`src/rtl/conv_pass_sequencer.sv`:
```
`default_nettype none
// ============================================================================
//  Module   : conv_pass_sequencer
//  Purpose  : Sequences one convolution layer pass over the shared DSP MAC
//             datapath: start/done handshake, read-pipeline prime, then
//             tap -> bank-group -> pixel -> pass stepping, followed by a
//             drain of the accumulator pipeline.
//  Ports    : clock, reset (async, active-high)
//             start        - layer start request (sampled in IDLE only)
//             stall        - upstream hold, freezes issue while high
//             busy         - high in every state except IDLE
//             done         - one-cycle pulse at layer completion
//             rden         - read enable to in-feature / weight M9Ks
//             enable_mult  - tap issue valid to the multiplier array
//             accum_sload  - first tap of a pixel, reloads the accumulator
//             bank_sel     - bank-group select for the in-feature mux
//             tap_idx      - tap index within the current group
//             pixel_idx    - current output pixel
//             pass_idx     - current output-map pass
//             result_valid - pulse when a pixel accumulation is complete
//  Revision : 1.0 - initial release
// ============================================================================
module conv_pass_sequencer #(
  parameter int NUM_BANK_GROUPS  = 10,
  parameter int CYCLES_PER_GROUP = 9,
  parameter int OUT_PIXELS       = 576,
  parameter int NUM_PASSES       = 2,
  parameter int RD_LATENCY       = 2,
  parameter int PIPE_LATENCY     = 4,
  localparam int GSEL_W = (NUM_BANK_GROUPS  > 1) ? $clog2(NUM_BANK_GROUPS)  : 1,
  localparam int TAP_W  = (CYCLES_PER_GROUP > 1) ? $clog2(CYCLES_PER_GROUP) : 1,
  localparam int PIX_W  = (OUT_PIXELS       > 1) ? $clog2(OUT_PIXELS)       : 1,
  localparam int PASS_W = (NUM_PASSES       > 1) ? $clog2(NUM_PASSES)       : 1
) (
  input  logic              clock,
  input  logic              reset,
  input  logic              start,
  input  logic              stall,
  output logic              busy,
  output logic              done,
  output logic              rden,
  output logic              enable_mult,
  output logic              accum_sload,
  output logic [GSEL_W-1:0] bank_sel,
  output logic [TAP_W-1:0]  tap_idx,
  output logic [PIX_W-1:0]  pixel_idx,
  output logic [PASS_W-1:0] pass_idx,
  output logic              result_valid
);

  localparam int PRIME_W = (RD_LATENCY   > 1) ? $clog2(RD_LATENCY)   : 1;
  localparam int DRAIN_W = (PIPE_LATENCY > 1) ? $clog2(PIPE_LATENCY) : 1;

  typedef enum logic [2:0] {
    S_IDLE  = 3'd0,
    S_PRIME = 3'd1,
    S_RUN   = 3'd2,
    S_DRAIN = 3'd3,
    S_DONE  = 3'd4
  } state_t;

  state_t state, next_state;

  logic [PRIME_W-1:0]      prime_cnt;
  logic [DRAIN_W-1:0]      drain_cnt;
  logic [PIPE_LATENCY-1:0] pipe_sr;
  logic                    last_issue;

  logic tap_first, bank_first, tap_last, bank_last, pix_last, pass_last;
  logic prime_last, drain_last;

  assign tap_first  = (tap_idx  == '0);
  assign bank_first = (bank_sel == '0);
  assign tap_last   = (tap_idx   == TAP_W'(CYCLES_PER_GROUP - 1));
  assign bank_last  = (bank_sel  == GSEL_W'(NUM_BANK_GROUPS - 1));
  assign pix_last   = (pixel_idx == PIX_W'(OUT_PIXELS - 1));
  assign pass_last  = (pass_idx  == PASS_W'(NUM_PASSES - 1));
  // Integer compares keep the zero-latency prime configuration well defined
  // (PRIME is unreachable then, so prime_last simply never asserts).
  assign prime_last = (int'(prime_cnt) == RD_LATENCY - 1);
  assign drain_last = (int'(drain_cnt) == PIPE_LATENCY - 1);

  // --------------------------------------------------------------------------
  // State register
  // --------------------------------------------------------------------------
  always_ff @(posedge clock or posedge reset) begin
    if (reset) state <= S_IDLE;
    else       state <= next_state;
  end

  // --------------------------------------------------------------------------
  // Next state and outputs
  // --------------------------------------------------------------------------
  always_comb begin
    next_state  = state;
    busy        = (state != S_IDLE);
    done        = 1'b0;
    rden        = 1'b0;
    enable_mult = 1'b0;
    accum_sload = 1'b0;
    last_issue  = 1'b0;
    case (state)
      S_IDLE: begin
        if (start) next_state = (RD_LATENCY > 0) ? S_PRIME : S_RUN;
      end
      S_PRIME: begin
        rden = ~stall;
        if (!stall && prime_last) next_state = S_RUN;
      end
      S_RUN: begin
        rden        = ~stall;
        enable_mult = ~stall;
        accum_sload = ~stall & tap_first & bank_first;
        // Final tap of the final bank group closes one pixel accumulation.
        last_issue  = ~stall & tap_last & bank_last;
        if (last_issue && pix_last && pass_last) next_state = S_DRAIN;
      end
      S_DRAIN: begin
        if (drain_last) next_state = S_DONE;
      end
      S_DONE: begin
        done       = 1'b1;
        next_state = S_IDLE;
      end
      default: next_state = S_IDLE;
    endcase
  end

  // --------------------------------------------------------------------------
  // Loop counters: tap -> bank group -> pixel -> pass, all frozen by stall.
  // --------------------------------------------------------------------------
  always_ff @(posedge clock or posedge reset) begin
    if (reset) begin
      prime_cnt <= '0;
      drain_cnt <= '0;
      tap_idx   <= '0;
      bank_sel  <= '0;
      pixel_idx <= '0;
      pass_idx  <= '0;
    end else begin
      case (state)
        S_IDLE: begin
          if (start) begin
            prime_cnt <= '0;
            drain_cnt <= '0;
            tap_idx   <= '0;
            bank_sel  <= '0;
            pixel_idx <= '0;
            pass_idx  <= '0;
          end
        end
        S_PRIME: begin
          if (!stall) prime_cnt <= prime_last ? '0 : prime_cnt + PRIME_W'(1);
        end
        S_RUN: begin
          if (!stall) begin
            tap_idx <= tap_last ? '0 : tap_idx + TAP_W'(1);
            if (tap_last) begin
              bank_sel <= bank_last ? '0 : bank_sel + GSEL_W'(1);
              if (bank_last) begin
                pixel_idx <= pix_last ? '0 : pixel_idx + PIX_W'(1);
                if (pix_last) pass_idx <= pass_last ? '0 : pass_idx + PASS_W'(1);
              end
            end
          end
        end
        S_DRAIN: begin
          drain_cnt <= drain_last ? '0 : drain_cnt + DRAIN_W'(1);
        end
        default: ;
      endcase
    end
  end

  // --------------------------------------------------------------------------
  // Result-valid delay line. Free-running so already issued pixels keep
  // draining through a stall.
  // --------------------------------------------------------------------------
  generate
    if (PIPE_LATENCY == 1) begin : g_pipe_single
      always_ff @(posedge clock or posedge reset) begin
        if (reset) pipe_sr <= '0;
        else       pipe_sr <= last_issue;
      end
    end else begin : g_pipe_shift
      always_ff @(posedge clock or posedge reset) begin
        if (reset) pipe_sr <= '0;
        else       pipe_sr <= {pipe_sr[PIPE_LATENCY-2:0], last_issue};
      end
    end
  endgenerate

  assign result_valid = pipe_sr[PIPE_LATENCY-1];

endmodule
`default_nettype wire
```
`config.mk`:
```
export PLATFORM = sky130hd
export DESIGN_NAME = conv_pass_sequencer
export DESIGN_NICKNAME = d
export VERILOG_FILES = /design/src/rtl/conv_pass_sequencer.sv
export SDC_FILE = /design/constraint.sdc
export NUM_CORES = 1
export LEC_CHECK = 0
export CORE_MARGIN = 10
export CORE_UTILIZATION = 47
export DETAILED_ROUTE_END_ITERATION = 6
export PLACE_DENSITY = 0.86
export SLEW_MARGIN = 20
export SYNTH_ARGS = -nofsm -noshare
export SYNTH_HDL_FRONTEND = slang
export SYNTH_SLANG_ARGS = --single-unit
```
`constraint.sdc`:
```
create_clock -name clock -period 1.6 [get_ports clock]
set_input_delay 0.32 -clock clock [delete_from_list [all_inputs] [get_ports clock]]
set_output_delay 0.32 -clock clock [all_outputs]
set_load 0.1 [all_outputs]
```
==> flow_summary.toml <==
[outcome]
outcome = "complete, but fails checks"
violations = "setup timing"

[detailed_routing]
vias = 2235
drc = 0
firstDrtPassIters = 5
wl_um = 8670
dr.first_iter.drc_count = 286
via_per_inst = 7.10
post_drt_wl_per_cell_um = 27.5
drtAntennaViolNets = 0

[yosys]
yosysWarningCount = 0
ys_seq_elements = 29
syn_inst = 178
yosys.area.top_type_share_pct = 42.4
post-synth-top-count-cell = "dfrtp_1"
netlist_area_um2 = 1710
synth_common_cells = "dfrtp_1 (29), o21ai_0 (15), nand2_1 (13), inv_1 (10), nand3_1 (10)"
synth_edf_count = 0
yosys.cell_types.count = 49
post_synth.cell_area_avg_um2 = 9.62
async_flop_share_pct = 100
synth_seq_area_share_pct = 42.4
syn_nets = 189
synth_top_cell_by_area = "dfrtp_1"
yosys_most_used_dff = "dfrtp_1"
synth_area_leaders = "dfrtp_1 (42%), ha_1 (5.1%), o21ai_0 (4.4%)"

[cells_and_area]
n_fill_cell = 105
drive_gt1_share_pct = 61.3
stdcell_area_um2 = 3180
fin_nets = 279
syn2layout_area_growth_pct = 85.8
antenna_cells = 0

[timing]
slew_headroom_pct = 74.5
hold_violations = 0
fin_crit_ns = 2.10
finalMaxSlewViolations = 0
setup_viol = 27
fin_ws_ns = -0.496
finClkSkew_ns = 0.0155
final.setup.tns_ns = -7.54
max_freq_mhz = 477
tightest_slew_ns = 0.379
rsz0062_at_grt = "true"
timing.hold.ws_ns = 0.339
timing.final.crit_share_pct = 131

[setup_path]
worst-setup-path-type = "reg2out"
worstPathArrival_ns = 1.78
crit_fanout = 2
cp.required_ns = 1.28
start_kind = "flop"
end_kind = "primary output"

[placed_design]
gp_congestion = 0.873
port_buffers = 28
placement.cell_area_um2 = 2720
hpwl_um = 3640

[clock_network]
cts_tree = "done"
cts_hold_buf = 0
cts_made_buffers = 5
cts.clk_slew.worst_paths_ns = 0.11
cts_sinks = 29
clk_latency_ns = 0.37
cts.path.max_buffers = 2
root_buffer = "clkbuf_4"
cts_max_level = 2

[floorplan]
dieArea_um2 = 6460
io_pins = 29
rows = 21
dieWidth_um = 80.3
core_um2 = 3420
die_height_um = 80.3
initial_core_util_pct = 50.1

[grt]
antenna_found_initial = 0
grt_pass1_vias = 1969
grt_pass1_wl_um = 11100
gr-total-overflow = 0
grt_start_max_net_pins = 30
grt_util_all_layers_pct = 23.0

[pwr]
p_per_area_nw_per_um2 = 2160
total_power_mw = 6.85
peakVddDrop_uv = 1440
leakagePower_nw = 1.33

[flow_run]
maxCapViolations = 0

[hold_path]
hold_class = "in2async"
## path summary, 6_finish.rpt
check                                 start           end  slack [ns]  cells past startpoint
worst max-delay path            bank_sel[1]   accum_sload       -0.50                      5
worst min-delay path                  reset     prime_cnt        0.34                      3
worst max register to register   tap_idx[0]  pixel_idx[8]       -0.44                      6
worst min register to register   pipe_sr[2]    pipe_sr[3]        0.38                      0
max in group asynchronous             reset  pixel_idx[0]        0.93                      3
min in group clock               pipe_sr[2]    pipe_sr[3]        0.38                      0
## routing by layer
metal | wire length [µm] | GRT usage (%)
met5 | 0 | 0
met4 | 776 | 14.6
met3 | 1000 | 7.13
met2 | 3940 | 38.3
met1 | 2960 | 24.8
## logic make-up (layout without fill, tap and decap cells)
logic type / after synthesis / count (layout) / share of synthesized area [%]
compound gates: 49 / 49 / 21.1
xor+xnor: 1 / 1 / 0.512
fa+ha+maj: 7 / 7 / 5.12
flops: 29 / 29 / 42.4
buf+inv: 18 / 109 / 5.85
simple gates: 73 / 73 / 24.4
mux: 1 / 1 / 0.585
## critical path: stages (launching register included)
cell and delay [ns]:
dfrtp_4 0.52, inv_4 0.08, ha_4 0.13, nor4b_4 0.25
and3_4 0.26, buf_12 0.17
## state kept, by name (all words and copies together), names as in the netlist
signal	count
state	3
pipe_sr	4
pass_idx	1
prime_cnt	1
tap_idx	4
drain_cnt	2
bank_sel	4
pixel_idx	10
## cell usage in the layout (no fill, tap or decap), types with 2 or more instances in the layout
cell type / instances
dfrtp_4: 10
ha_4: 3
dfrtp_2: 8
inv_1: 5
clkdlybuf4s50_1: 3
buf_12: 25
o31ai_1: 2
and3_4: 2
buf_8: 3
nor3_2: 3
nor3_1: 4
dfrtp_1: 11
a22o_1: 3
nor4_1: 2
nor3_4: 2
a221o_1: 2
inv_4: 3
clkbuf_4: 5
a21oi_1: 8
and2b_2: 2
clkinv_2: 2
and3_1: 2
nand4_1: 4
nand2_1: 12
ha_1: 3
buf_6: 15
o21ai_0: 6
o21ai_2: 5
nand2b_1: 4
nand3_1: 9
nor2_1: 6
o21ai_1: 7
buf_4: 45
or3_4: 2
nor4b_4: 2
nor2_4: 3
## cell type report
class                      instances  area, µm²  share of cell area (%)
clock buffer                       6       41.3                    1.30
tap                               46       57.6                    1.81
clock inverter                     2       10.0                   0.315
timing repair buffer              91       1080                    34.0
multi-input combinational        131       1170                    36.7
inverter                          10       48.8                    1.53
sequential                        29        773                    24.3
## repair_timing
| item | in CTS | in global routing |
|---|---|---|
| pin swaps | 11 | 11 |
| buffers inserted | 12 | 7 |
| gates resized for setup | 36 | 28 |
| endpoints found under the setup margin | 21 | 29 |
## power breakdown
group	total, mW	internal [mW]	switching, mW
registers	1.21	0.982	0.227
clock network	0.473	0.167	0.307
logic	5.17	2.10	3.07
total	6.85	3.25	3.61
## per-stage QoR
stage | worst slack [ns] | util [%] | instances
after floorplan | -0.759 | - | 178
after global placement | -0.227 | 79.5 | 290
after detailed placement | -0.299 | 79.5 | 290
after CTS | -0.344 | 88.3 | 309
after global routing | -0.548 | 93.1 | 315
final | -0.496 | 93.1 | 315
Note: power is estimated with default switching activity, not from simulation.
